==> config.mk <==
export PLATFORM = sky130hd
export DESIGN_NAME = spi_reg_target
export DESIGN_NICKNAME = d
export VERILOG_FILES = /design/src/rtl/spi_reg_target.sv
export SDC_FILE = /design/constraint.sdc
export NUM_CORES = 1
export LEC_CHECK = 0
export BUFFER_PORTS_ARGS = -buffer_cell sky130_fd_sc_hd__buf_2
export CAP_MARGIN = 20
export CORE_ASPECT_RATIO = 0.8
export CORE_MARGIN = 4
export CORE_UTILIZATION = 60
export CTS_CLUSTER_SIZE = 30
export DETAILED_ROUTE_END_ITERATION = 16
export GPL_ROUTABILITY_DRIVEN = 0
export PLACE_DENSITY_LB_ADDON = 0.2
export REMOVE_ABC_BUFFERS = 1
export SLEW_MARGIN = 15
export SYNTH_ARGS = -nofsm -noshare
export SYNTH_HDL_FRONTEND = slang
export SYNTH_SLANG_ARGS = --single-unit
==> constraint.sdc <==
create_clock -name clk -period 6.4 [get_ports clk]
set_input_delay 0.96 -clock clk [delete_from_list [all_inputs] [get_ports clk]]
set_output_delay 0.96 -clock clk [all_outputs]
set_load 0.1 [all_outputs]
==> src/rtl/spi_reg_target.sv <==
// spi_reg_target: SPI responder with an 8-bit register file.
// Define SPI_REG_TARGET_ABORT_CNT_EN for the abort counter at 7'h7F.
module spi_reg_target #(
  parameter int         REG_COUNT   = 16,
  parameter logic [7:0] RESET_VALUE = 8'h00,
  parameter int         SYNC_STAGES = 2
) (
  input  logic                   clk,
  input  logic                   reset_n,
  input  logic                   SCK,
  input  logic                   MOSI,
  input  logic                   CS,
  output logic                   MISO,
  output logic [8*REG_COUNT-1:0] regs_flat,
  output logic                   wr_strobe,
  output logic [6:0]             wr_addr,
  output logic [7:0]             wr_data,
  output logic                   busy
`ifdef SPI_REG_TARGET_ABORT_CNT_EN
  ,
  output logic [7:0]             abort_cnt
`endif
);

  typedef enum logic [1:0] {
    S_IDLE,
    S_ADDR,
    S_DATA,
    S_DONE
  } state_t;

  logic [SYNC_STAGES-1:0] r_sck_s;
  logic [SYNC_STAGES-1:0] r_mosi_s;
  logic [SYNC_STAGES-1:0] r_cs_s;
  logic                   r_sck_d;
  logic                   r_cs_d;
  logic                   w_sck;
  logic                   w_mosi;
  logic                   w_cs;
  logic                   w_sck_rise;
  logic                   w_sck_fall;
  logic                   w_cs_rise;
  logic                   w_cs_fall;

  state_t     r_state;
  state_t     w_state_nxt;
  logic [2:0] r_bit_cnt;
  logic [6:0] r_cmd;
  logic [6:0] r_rx_sh;
  logic [7:0] r_tx_sh;
  logic       r_wr;
  logic [6:0] r_addr;
  logic       r_miso;
  logic       r_wr_strobe;
  logic [6:0] r_wr_addr;
  logic [7:0] r_wr_data;
  logic [7:0] r_regs [REG_COUNT];

  logic       w_abort;
  logic       w_cmd_done;
  logic       w_data_done;
  logic       w_addr_ok;
  logic       w_commit;
  logic [6:0] w_cmd_addr;
  logic [7:0] w_wr_val;
  logic [7:0] w_rd_val;

`ifdef SPI_REG_TARGET_ABORT_CNT_EN
  logic [7:0] r_abort_cnt;
  logic       w_is_cnt;
  assign w_is_cnt  = (r_addr == 7'h7F);
  assign abort_cnt = r_abort_cnt;
`endif

  assign w_sck      = r_sck_s[SYNC_STAGES-1];
  assign w_mosi     = r_mosi_s[SYNC_STAGES-1];
  assign w_cs       = r_cs_s[SYNC_STAGES-1];
  assign w_sck_rise = w_sck & ~r_sck_d;
  assign w_sck_fall = ~w_sck & r_sck_d;
  assign w_cs_rise  = w_cs & ~r_cs_d;
  assign w_cs_fall  = ~w_cs & r_cs_d;
  assign w_cmd_addr = {r_cmd[5:0], w_mosi};
  assign w_wr_val   = {r_rx_sh, w_mosi};
  assign w_addr_ok  = ({1'b0, r_addr} < 8'(REG_COUNT));

`ifdef SPI_REG_TARGET_ABORT_CNT_EN
  assign w_commit = w_data_done & r_wr & w_addr_ok & ~w_is_cnt;
`else
  assign w_commit = w_data_done & r_wr & w_addr_ok;
`endif

  // Synchronize inputs; CS resets high so a frame needs CS seen low first
  always_ff @(posedge clk) begin
    if (!reset_n) begin
      r_sck_s  <= '0;
      r_mosi_s <= '0;
      r_cs_s   <= '1;
      r_sck_d  <= 1'b0;
      r_cs_d   <= 1'b1;
    end else begin
      r_sck_s  <= {r_sck_s[SYNC_STAGES-2:0], SCK};
      r_mosi_s <= {r_mosi_s[SYNC_STAGES-2:0], MOSI};
      r_cs_s   <= {r_cs_s[SYNC_STAGES-2:0], CS};
      r_sck_d  <= w_sck;
      r_cs_d   <= w_cs;
    end
  end

  // FSM state register
  always_ff @(posedge clk) begin
    if (!reset_n) r_state <= S_IDLE;
    else          r_state <= w_state_nxt;
  end

  // FSM next state plus frame-complete and abort events
  always_comb begin
    w_state_nxt = r_state;
    w_abort     = 1'b0;
    w_cmd_done  = 1'b0;
    w_data_done = 1'b0;
    unique case (r_state)
      S_IDLE: begin
        if (w_cs_rise) w_state_nxt = S_ADDR;
      end
      S_ADDR: begin
        if (w_cs_fall) begin
          w_abort     = 1'b1;
          w_state_nxt = S_IDLE;
        end else if (w_sck_fall && r_bit_cnt == 3'd7) begin
          w_cmd_done  = 1'b1;
          w_state_nxt = S_DATA;
        end
      end
      S_DATA: begin
        if (w_cs_fall) begin
          w_abort     = 1'b1;
          w_state_nxt = S_IDLE;
        end else if (w_sck_fall && r_bit_cnt == 3'd7) begin
          w_data_done = 1'b1;
          w_state_nxt = S_DONE;
        end
      end
      S_DONE: begin
        if (w_cs_fall) w_state_nxt = S_IDLE;
      end
      default: w_state_nxt = S_IDLE;
    endcase
  end

  // Read mux evaluated on the address completing this clk
  always_comb begin
    w_rd_val = 8'h00;
    for (int i = 0; i < REG_COUNT; i++) begin
      if (w_cmd_addr == 7'(i)) w_rd_val = r_regs[i];
    end
`ifdef SPI_REG_TARGET_ABORT_CNT_EN
    if (w_cmd_addr == 7'h7F) w_rd_val = r_abort_cnt;
`endif
  end

  // Shifters, bit counter, register file and write strobe
  always_ff @(posedge clk) begin
    if (!reset_n) begin
      r_bit_cnt   <= '0;
      r_cmd       <= '0;
      r_rx_sh     <= '0;
      r_tx_sh     <= '0;
      r_wr        <= 1'b0;
      r_addr      <= '0;
      r_wr_strobe <= 1'b0;
      r_wr_addr   <= '0;
      r_wr_data   <= '0;
      for (int i = 0; i < REG_COUNT; i++) r_regs[i] <= RESET_VALUE;
    end else begin
      r_wr_strobe <= 1'b0;
      if (w_state_nxt != r_state) r_bit_cnt <= '0;
      else if (w_sck_fall)        r_bit_cnt <= r_bit_cnt + 3'd1;
      if (r_state == S_ADDR && w_sck_fall) r_cmd <= w_cmd_addr;
      if (w_cmd_done) begin
        r_wr    <= r_cmd[6];
        r_addr  <= w_cmd_addr;
        r_tx_sh <= w_rd_val;
      end
      if (r_state == S_DATA && w_sck_fall) begin
        r_rx_sh <= w_wr_val[6:0];
        r_tx_sh <= {r_tx_sh[6:0], 1'b0};
      end
      if (w_commit) begin
        r_wr_strobe <= 1'b1;
        r_wr_addr   <= r_addr;
        r_wr_data   <= w_wr_val;
        for (int i = 0; i < REG_COUNT; i++) begin
          if (r_addr == 7'(i)) r_regs[i] <= w_wr_val;
        end
      end
    end
  end

  // Present read bits from SCK rise; quiet outside read data phase
  always_ff @(posedge clk) begin
    if (!reset_n) begin
      r_miso <= 1'b0;
    end else if (r_state == S_DATA && !r_wr && w_cs) begin
      if (w_sck_rise) r_miso <= r_tx_sh[7];
    end else begin
      r_miso <= 1'b0;
    end
  end

`ifdef SPI_REG_TARGET_ABORT_CNT_EN
  // Saturating abort counter; a write to 7'h7F clears it
  always_ff @(posedge clk) begin
    if (!reset_n)
      r_abort_cnt <= '0;
    else if (w_abort && r_abort_cnt != 8'hFF)
      r_abort_cnt <= r_abort_cnt + 8'd1;
    else if (w_data_done && r_wr && w_is_cnt)
      r_abort_cnt <= '0;
  end
`endif

  for (genvar g = 0; g < REG_COUNT; g++) begin : g_flat
    assign regs_flat[8*g +: 8] = r_regs[g];
  end

  assign MISO      = r_miso;
  assign wr_strobe = r_wr_strobe;
  assign wr_addr   = r_wr_addr;
  assign wr_data   = r_wr_data;
  assign busy      = (r_state != S_IDLE);

endmodule

* After elaboration in Yosys (flattened, before gate mapping)
Memory sizes are Yosys's and may differ from the RTL's.
Cells that the tools add are included.
** Storage, ports and cells
- Word-level logic and storage cells :: 207
- Bits in registers :: 60
- Bits in writable memories :: 128
- Output and inout bits :: 146
- Memories :: 1
** Operators by class
- Multiplexer cells :: 111
- $add $sub $neg :: 1
- Bitwise logic cells :: 27
- Equal/unequal tests :: 35
- Magnitude comparators :: 1
- Reduce and logical (&&, ||, !) cells :: 14
** Memories
- r_regs :: depth 16, width 8, read ports 16, clocked after memory_dff 0, write ports 16, RTL line 57 : logic [7:0] r_regs [REG_COUNT];
** Operators with widths (count)
- $mux 8 :: 34
- $eq 7x4->1 const B :: 16
- $mux 1 :: 70
- $eq 7x3->1 const B :: 8
- $eq 7x2->1 const B :: 4
- $or 1x1->1 :: 16
- $eq 7x1->1 const B :: 2
- $logic_not 7->1 :: 2
- $mux 2 :: 6
- $pmux 2 s4 :: 1
- $lt 7x5->1 const B :: 1
- $and 1x1->1 :: 6
- $logic_and 1x1->1 :: 5
- $not 1->1 :: 5
- $eq 2x2->1 const B :: 2
- $reduce_bool 2->1 :: 2
- $reduce_or 2->1 :: 2
- $add 3x1->3 const B :: 1
- $eq 3x3->1 const B :: 1
- $eq 2x1->1 const B :: 1
- $logic_not 2->1 :: 1
- $ne 2x2->1 :: 1
- $reduce_and 2->1 :: 1
- $logic_not 1->1 :: 1

* Depth between registers and ports, before layout
- Depth after elaboration :: 19
- Depth in mapped cells :: 9
- Mapped depth without buffers :: 7

* Least setup slack after synthesis
OpenSTA, ideal clock, no wires.
- Path type :: flip-flop to flip-flop
- Start :: reg r_bit_cnt[0]
- End :: mem r_regs[0][0], enable pin
- Path slack :: 3.936 ns
- Period minus slack after synthesis :: 2.464 ns
- Cell stages (with the launch flop) :: 9
- Arrival time :: 2.136 ns
- Cells stage by stage :: dfxtp_1 > ha_1 > ha_1 > nand3b_1 > or4_4 > buf_6 > nor3_4 > nand2_2 > nand2_1
** RTL lines
- start, declared :: RTL line 47 : logic [2:0] r_bit_cnt;
- start signal, assigned :: RTL line 177 : else if (w_sck_fall) r_bit_cnt <= r_bit_cnt + 3'd1;
- end, declared :: RTL line 57

==> flow_summary.ini <==
[outcome]
status = finished, final reports clean

[grt]
grt_pass1_vias = 6160
grt_pass1_wl_mm = 35.9
overflow = 0
grtUsageTotal_pct = 31.9
grt_max_degree = 58
antenna_found_initial = 0

[yosys]
synth_top_area_cell = edfxtp_1
synth-seq-cells = 188
synth_area_leaders = edfxtp_1 48%, dfxtp_1 15%, nor2_1 5.8%, nand2_1 4.1%, mux2i_1 3.6%
synthTopCellsByCount = 128 x edfxtp_1, 124 x nor2_1, 87 x nand2_1, 60 x dfxtp_1, 48 x a21oi_1
synth-main-ff-cell = edfxtp_1
synth_edf_count = 128
synthAdderAreaFrac_pct = 0.314
synthArstFlopShare_pct = 0
netlist_area_um2 = 7970
synth_warnings = 0
synth_top_family_by_area = simple AND/OR/NAND/NOR gates
synth-simple-area-share_pct = 16.2
synth_compound_area_share_pct = 11.5
synth_cell_types = 63
synth_top_area_share_pct = 48.3
yosysSeqAreaShare_pct = 63.3
syn_inst = 725
yosysMostFrequentCell = edfxtp_1
syn_area_per_cell_um2 = 11.0
synth_mux_area_share_pct = 5.06
synthXorXnorAreaFrac_pct = 0.110

[floorplan]
die_w_um = 137
io_pins = 151
coreArea_um2 = 12900
start_util_pct = 61.7
rows = 37
dieArea_um2 = 15200
die_h_um = 111

[setup_path]
end_kind = register
arrival_ns = 3.46
reg2reg_to = r_regs[0][46]$_SDFFCE_PN0P_
critPathMaxFanout = 21
reg2reg_from = r_bit_cnt[0]$_SDFFE_PP0P_
worst_path_largest_cell_delay_ns = 0.75
required_ns = 6.51
crit_buf_inv = 0
r2r_cells = 7
crit_slowest_cell = or4_4
crit_chain = ha_1 -> ha_1 -> nand3b_1 -> or4_4 -> nor3b_2 -> nand2_1 -> nand2_1
rrSetupSlack_ns = 3.05
critical_path_class = register to register
path_delay_family = simple AND/OR/NAND/NOR gates
crit_path_start_kind = register

[route]
wl_per_cell_um = 23.4
avgViaCountPerCell = 6.38
drc_errors = 0
wl_mm = 24.2
ant_nets = 0
first_pass_iters = 7
drt_iter0_drc = 967
vias = 6615

[clock_tree]
hold_buffers = 0
ctsHtreeMaxLevel = 4
cts_sinks = 188
numCtsBuffers = 17
post_cts_buffers = 0
cts_tree = built
clk_pin_slew_ns = 0.07
clkLatencyLatePin_ns = 0.44
cts_resized = 0
root_buffer = clkbuf_16
cts_buffer_depth = 2

[pwr]
pwr-share-comb_pct = 13.4
p_sw_share_pct = 29.5
p_leak_nw = 3.66
p_per_area_nw_per_um2 = 299
pwr-share-seq_pct = 48.4
ir_drop_uv = 226
p_sw_w = 0.000831
power.share.clock_pct = 38.2
intPower_w = 0.00199

[timing]
drv_slew = 0
fin_crit_ns = 3.35
clock_skew_ns = 0.0101
fin_tns_setup_ns = 0
fin_crit_sh_pct = 52.3
maxSlewHeadroom_pct = 41.6
worstMarginPinSlew_ns = 0.877
hold_viol = 0
grt_setup_unrepaired = no
finalSetupViolCount = 0
fmax_mhz = 299

[final_layout]
finalNetCount = 856
fillers = 885
fin_util_pct = 73.0
final_layout_size_suffix_gt1_share_pct = 24.9
antenna_cells = 0
area_delta_synth_final_pct = 18.4

[flow_run]
max-cap-violations = 0

[hold_path]
hold_class = register to register
whs_path_depth = 1
hold_start = r_cs_s[0]$_SDFF_PN1_
min_to = r_cs_s[1]$_SDFF_PN1_

[place]
numPortBuffers = 150
post-dp-hpwl_mm = 16.3
layer usage:
metal / track usage [%] / vias up / routed length (um)
met5: 0 / - / 0
met4: 12.0 / 0 / 791
met3: 9.53 / 66 / 3420
met2: 47.4 / 530 / 11200
met1: 44.4 / 3181 / 8840
li1: - / 2838 / -
through the flow:
stage          area [um2]  hold WS (ns)  worst slack [ns]  instances  power [W]
4_1_cts              9400         0.413              3.16       1036    0.00281
3_5_place_dp         8790         0.398              3.23       1004    0.00176
2_1_floorplan        7760         0.386              3.81        673    0.00169
6_report             9430         0.410              3.05       1037    0.00282
5_1_grt              9430         0.457              2.96       1037    0.00288
3_3_place_gp         8790         0.392              3.36       1004    0.00176
how the worst max path moves through the flow:
stage | start | end | slack, ns | cells after the start
after floorplan | r_bit_cnt[0]$_SDFFE_PP0P_ | r_regs[0][48]$_SDFFCE_PN0P_ | 3.81 | 7
after global placement | r_bit_cnt[0]$_SDFFE_PP0P_ | r_regs[0][40]$_SDFFCE_PN0P_ | 3.36 | 7
after detailed placement | r_bit_cnt[0]$_SDFFE_PP0P_ | r_regs[1][8]$_SDFFCE_PN0P_ | 3.23 | 7
after CTS | r_bit_cnt[0]$_SDFFE_PP0P_ | r_regs[0][42]$_SDFFCE_PN0P_ | 3.16 | 7
after global routing | r_bit_cnt[0]$_SDFFE_PP0P_ | r_regs[0][41]$_SDFFCE_PN0P_ | 2.96 | 7
final | r_bit_cnt[0]$_SDFFE_PP0P_ | r_regs[0][46]$_SDFFCE_PN0P_ | 3.05 | 7
cell type report:
type / count / area (um2) / area share [%]
Sequential cell: 188 / 5050 / 53.5
Multi-Input combinational cell: 468 / 2660 / 28.2
Timing Repair Buffer: 157 / 823 / 8.73
Clock buffer: 21 / 526 / 5.57
Tap cell: 175 / 219 / 2.32
Clock inverter: 11 / 91.3 / 0.968
Inverter: 17 / 63.8 / 0.677
kinds of logic (layout without fill, tap and decap cells):
logic type,after synthesis,in the layout
mux,35,35
xor+xnor,1,1
flops,188,188
simple gates,285,285
fa+ha+maj,2,2
compound gates,145,145
buf+inv,69,206
registers in the layout, summed over array words and instances (netlist names):
signal / cells
r_state: 2
r_sck_d: 1
r_bit_cnt: 3
wr_strobe: 1
r_rx_sh: 7
r_mosi_s: 2
r_sck_s: 2
r_addr: 7
wr_data: 8
r_cs_s: 2
r_wr: 1
r_tx_sh: 8
r_cs_d: 1
MISO: 1
r_cmd: 7
r_regs: 128
wr_addr: 7
cells in the final DEF, fill, tap and decap left out, drive strengths merged, types with 3 or more instances in the layout:
| master | netlist | final |
|---|---|---|
| buf | 12 | 157 |
| nand3 | 13 | 13 |
| inv | 17 | 18 |
| a211oi | 6 | 6 |
| a21oi | 48 | 48 |
| mux2i | 29 | 29 |
| nor2 | 125 | 125 |
| o21a | 4 | 4 |
| o21ai | 28 | 28 |
| a22oi | 4 | 4 |
| o22ai | 16 | 16 |
| clkbuf | 40 | 21 |
| clkinv | 0 | 8 |
| nand2 | 94 | 94 |
| nor2b | 7 | 7 |
| and2 | 6 | 6 |
| nor3 | 4 | 4 |
| edfxtp | 128 | 128 |
| nand2b | 12 | 12 |
| mux4 | 4 | 4 |
| o32a | 3 | 3 |
| a22o | 5 | 5 |
| o221ai | 4 | 4 |
| nor3b | 3 | 3 |
| a31oi | 4 | 4 |
| dfxtp | 60 | 60 |
| and3 | 6 | 6 |
power groups by stage:
stage,logic [W],clock network [W],registers [W]
final,0.000377,0.00108,0.00136
after floorplan,0.0000419,0,0.00165
after CTS,0.000374,0.00107,0.00136
after global routing,0.000386,0.00113,0.00137
after global placement,0.000371,0,0.00139
after detailed placement,0.000373,0,0.00139
Power figures use the tool's default switching activity.
